<file path="src/rtl/prio_encoder_hs.sv">
// prio_encoder_hs: captures rising edges on request lines into a pending
// vector and presents the highest-numbered unmasked pending line through a
// valid/ready handshake. A presented index is held until it is accepted.
//
// state   | meaning
// --------+---------------------------------------------------------------
// IDLE    | nothing presented; load the encoded index if anything eligible
// PRESENT | out_idx valid and frozen; wait for out_ready
module prio_encoder_hs #(
   parameter int NUM_REQ = 8,
   parameter int IDX_W   = 3
) (
   input  logic               clk,
   input  logic               rst_n,
   input  logic [NUM_REQ-1:0] req_in,
   input  logic [NUM_REQ-1:0] mask,
   output logic [IDX_W-1:0]   out_idx,
   output logic               out_valid,
   input  logic               out_ready,
   output logic [NUM_REQ-1:0] pending,
   output logic [IDX_W:0]     pend_cnt,
   output logic               overflow,
   input  logic               ovf_clr
);

   typedef enum logic {
      IDLE    = 1'b0,
      PRESENT = 1'b1
   } state_t;

   state_t               state_q, state_d;
   logic [NUM_REQ-1:0]   req_q;
   logic [NUM_REQ-1:0]   mask_q;
   logic [NUM_REQ-1:0]   pend_q, pend_d;
   logic [IDX_W-1:0]     idx_q, idx_d;
   logic                 ovf_q, ovf_d;

   logic [NUM_REQ-1:0]   evt;
   logic [NUM_REQ-1:0]   clr_vec;
   logic [NUM_REQ-1:0]   ovf_vec;
   logic [NUM_REQ-1:0]   eligible;
   logic [IDX_W-1:0]     enc_idx;
   logic                 hs;
   logic [IDX_W:0]       cnt;

   assign evt      = req_in & ~req_q;
   assign hs       = (state_q == PRESENT) && out_ready;
   assign eligible = pend_q & ~mask_q;

   // Pending update: a new event on a bit being granted keeps the bit set
   // (the new event is simply the next request on that line, not a loss).
   always_comb begin
      clr_vec = '0;
      if (hs) begin
         clr_vec[idx_q] = 1'b1;
      end
      ovf_vec = evt & pend_q & ~clr_vec;
      pend_d  = (pend_q & ~clr_vec) | evt;
      ovf_d   = ovf_q;
      if (ovf_clr) begin
         ovf_d = 1'b0;
      end
      if (|ovf_vec) begin
         ovf_d = 1'b1;
      end
   end

   // Highest-numbered eligible line wins; later iterations override earlier.
   always_comb begin
      enc_idx = '0;
      for (int i = 0; i < NUM_REQ; i++) begin
         if (eligible[i]) begin
            enc_idx = IDX_W'(i);
         end
      end
   end

   // Next-state and index load; the index is frozen while presenting.
   always_comb begin
      state_d = state_q;
      idx_d   = idx_q;
      case (state_q)
         IDLE: begin
            if (|eligible) begin
               state_d = PRESENT;
               idx_d   = enc_idx;
            end
         end
         PRESENT: begin
            if (out_ready) begin
               state_d = IDLE;
            end
         end
         default: state_d = IDLE;
      endcase
   end

   // State, pending and flag registers.
   always_ff @(posedge clk or negedge rst_n) begin
      if (!rst_n) begin
         state_q <= IDLE;
         req_q   <= '0;
         mask_q  <= '0;
         pend_q  <= '0;
         idx_q   <= '0;
         ovf_q   <= 1'b0;
      end else begin
         state_q <= state_d;
         req_q   <= req_in;
         mask_q  <= mask;
         pend_q  <= pend_d;
         idx_q   <= idx_d;
         ovf_q   <= ovf_d;
      end
   end

   // Population count of the registered pending vector.
   always_comb begin
      cnt = '0;
      for (int i = 0; i < NUM_REQ; i++) begin
         cnt = cnt + (IDX_W+1)'(pend_q[i]);
      end
   end

   assign out_valid = (state_q == PRESENT);
   assign out_idx   = idx_q;
   assign pending   = pend_q;
   assign pend_cnt  = cnt;
   assign overflow  = ovf_q;

endmodule

</file>
<file path="config.mk">
export PLATFORM = sky130hd
export DESIGN_NAME = prio_encoder_hs
export DESIGN_NICKNAME = d
export VERILOG_FILES = /design/src/rtl/prio_encoder_hs.sv
export SDC_FILE = /design/constraint.sdc
export NUM_CORES = 1
export LEC_CHECK = 0
export CORE_MARGIN = 4
export CORE_UTILIZATION = 28
export CTS_BUF_LIST = sky130_fd_sc_hd__clkbuf_8 sky130_fd_sc_hd__clkbuf_16
export CTS_CLUSTER_SIZE = 20
export DETAILED_ROUTE_END_ITERATION = 10
export SYNTH_ARGS = -nofsm -noshare
export SYNTH_HDL_FRONTEND = slang
export SYNTH_SLANG_ARGS = --single-unit
</file>
<file path="constraint.sdc">
create_clock -name clk -period 9.7 [get_ports clk]
set_input_delay 1.94 -clock clk [delete_from_list [all_inputs] [get_ports clk]]
set_output_delay 1.94 -clock clk [all_outputs]
set_load 0.02 [all_outputs]
</file>
==> results.cfg, run 1 <==
[sta]
tightest_slew_ns = 0.375
hold_viol = 0
drv_slew = 0
rsz0062_at_grt = false
fin_skew_ns = 0.00459
clock.fmax_ghz = 0.179
finalSetupTns_ns = 0
final.min_clock_period_ns = 5.58
relSlewSlack_pct = 74.6
period_share_pct = 57.5
setup_viol = 0
finalWorstSetupSlack_ns = 4.12

[setup_path]
critPathRequiredTime_ns = 7.76
worst-r2r-cell-count = 4
critPathBufInv = 4
cp-start-kind = register
worstSetupPathType = register to primary output
slowest_delay_ns = 0.62
worstPathCellList = fa_1 -> inv_1 -> fa_1 -> fa_1 -> inv_1 -> ha_1 -> inv_1 -> fa_1 -> xnor2_1 -> clkdlybuf4s50_1
crit_slowest_cell = clkdlybuf4s50_1
cp_top_family = adder cells
critPathMaxFanout = 5
path_depth = 10
crit_arrival_ns = 3.64
endpoint_kind = primary output
crit_path_frequent_cell = fa_1

[global_routing]
grt_max_degree = 30
use_met3_pct = 4.49
grt_pass1_vias = 1051
gr-max-usage-layer = met2
grtUsageMet1_pct = 12.2
gr-usage-all-layers_pct = 11.1
overflow = 0
grt_pass1_wl_mm = 4.68
met2_usage_pct = 18.5
antenna_found_initial = 0

[logic_synthesis]
ys_async_sr_fraction_pct = 100
synth_nets = 137
syn_inst = 110
synthDistinctLibCells = 27
synth-edff-count = 0
synth_ff_type = dfrtp_1
synth-seq-area-share_pct = 56.5
syn_area_um2 = 1280
yosys.area.top_type = dfrtp_1
synth_top_area_share_pct = 56.5
ys_top_cells_by_area = dfrtp_1 56%, fa_1 6.2%, nand2b_1 4.9%, nor2b_1 4.4%, inv_1 4.1%
ys_ff_latch = 29
ys_warn_count = 0
syn_avg_cell_area_um2 = 11.7

[pwr]
vdd_drop_max_uv = 257
p_leak_uw = 0.000776
p_total_uw = 653
power.density_nw_per_um2 = 359

[die]
die_h_um = 75.7
std_cell_rows = 24
start_util_pct = 29.3
die_area_um2 = 5740
die_width_um = 75.7
ioPinCount = 37
core_um2 = 4380

[cts]
cts_buffers = 5
clkTransAtPathRegs_ns = 0.06
htree_levels = 2
postCtsSetupBuffers = 0
cts_buffer_depth = 2
cts_hold_buf = 0
cts_tree = done
ctsResizeCount = 0
insertion_delay_ns = 0.27
cts_root_buffer = clkbuf_8
clock_sinks = 29

[drt]
dr.pass1.iters = 4
drc_errors = 0
first_iter_violations = 26
vias_per_cell = 4.62
wl_per_cell_um = 13.4
final_antenna_net_count = 0
vias = 957
routed_wl_mm = 2.78

[layout]
layout_common_cells = 36 x clkdlybuf4s50_1, 29 x dfrtp_1, 14 x inv_1, 10 x nand2b_1, 9 x nor2b_1
nets = 181
area_delta_synth_final_pct = 41.6
layout-drive-gt1-share_pct = 9.03
diodes = 0
final_common_cell = clkdlybuf4s50_1

[placed_design]
hpwlAfterDp_mm = 2.23
port-buffer-count = 36
gp_congestion = 0.761
place_ws_ns = 4.40

[run_status]
status = completed

[worst_hold_path]
hold_path_depth = 1
min_path_type = register to register

[flow_run]
maxCapViolCount = 0
## synth_stat cells, types with 2 or more instances
| cell type | n |
|---|---|
| nor2_1 | 2 |
| a21oi_1 | 3 |
| o21ai_1 | 6 |
| mux2_1 | 2 |
| nand2b_1 | 10 |
| o21ai_0 | 3 |
| nor2b_1 | 9 |
| nand2_1 | 7 |
| inv_1 | 14 |
| dfrtp_1 | 29 |
| o31ai_1 | 3 |
| o22ai_1 | 2 |
| fa_1 | 4 |
| ha_1 | 3 |
## flip-flops by register name, indices dropped and copies added (netlist names)
signal     count
mask_q         8
out_idx        3
out_valid      1
overflow       1
pending        8
req_q          8
## cells by family after synthesis
kind of cell	share of synthesized area, %
AND/OR/NAND/NOR	14.6
flip-flops	56.5
AO/OA/AOI/OAI	12.9
buffers and inverters	4.38
adder cells (fa/ha/maj)	9.15
multiplexers	1.75
XOR/XNOR	0.682
## where the power goes
| part | internal [uW] | switching [uW] |
|---|---|---|
| registers | 143 | 30.3 |
| clock network | 63.9 | 42.2 |
| logic | 183 | 190 |
| total | 390 | 262 |
## worst register-to-register path: cells and delay by family, from the launching register on
kind / cells / cell delay [ns]
compound gates: 2 / 0.57
flops: 1 / 0.40
simple gates: 2 / 0.71
## final timing paths
check	slack, ns	start	endpoint
min in group asynchronous	2.04	rst_n	overflow
max in group asynchronous	7.39	rst_n	pending[3]
worst min-delay path	0.49	req_q[5]	pending[5]
worst max-delay path	4.12	pending[0]	pend_cnt[2]
worst max register to register	7.88	out_idx[0]	overflow
worst min register to register	0.49	req_q[5]	pending[5]
## metrics by stage
stage	util (%)	hold slack [ns]	std cells	instance area, um2
2_1_floorplan	-	0.435	110	1280
5_1_grt	41.5	0.512	207	1820
6_report	41.5	0.486	207	1820
3_5_place_dp	39.2	0.485	199	1720
3_3_place_gp	39.2	0.444	199	1720
4_1_cts	41.5	0.487	207	1820
## per-layer routing
metal / vias to the layer above / part of all wire (%) / wire [um]
met5: - / 0 / 0
met4: 0 / 1.7 / 47
met3: 6 / 6.7 / 186
met2: 29 / 50 / 1370
met1: 467 / 42 / 1170
li1: 455 / - / -
## layout make-up
class | count | area (um2)
clock buffer | 7 | 96.3
clock inverter | 1 | 5.00
fill | 412 | 2560
inverter | 15 | 56.3
multi-input combinational | 66 | 503
sequential | 29 | 726
tap | 52 | 65.1
timing repair buffer | 37 | 368
(Power assumes the default switching activity.)
==> inputs of run 2 (changes only) <==
clock period = 5.35 ns   (was 9.7 ns; I/O delays follow)
==> results of run 2 <==
Same layout as run 1 (identical final DEF). Status: completed.
Main changes from that run: setup slack after placement 4.40 ns -> 0.915 ns; setup slack after layout 4.12 ns -> 0.639 ns; register-to-register setup slack 7.88 ns -> 3.53 ns; total power 653 uW -> 1180 uW; worst IR drop on VDD 257 uV -> 465 uV
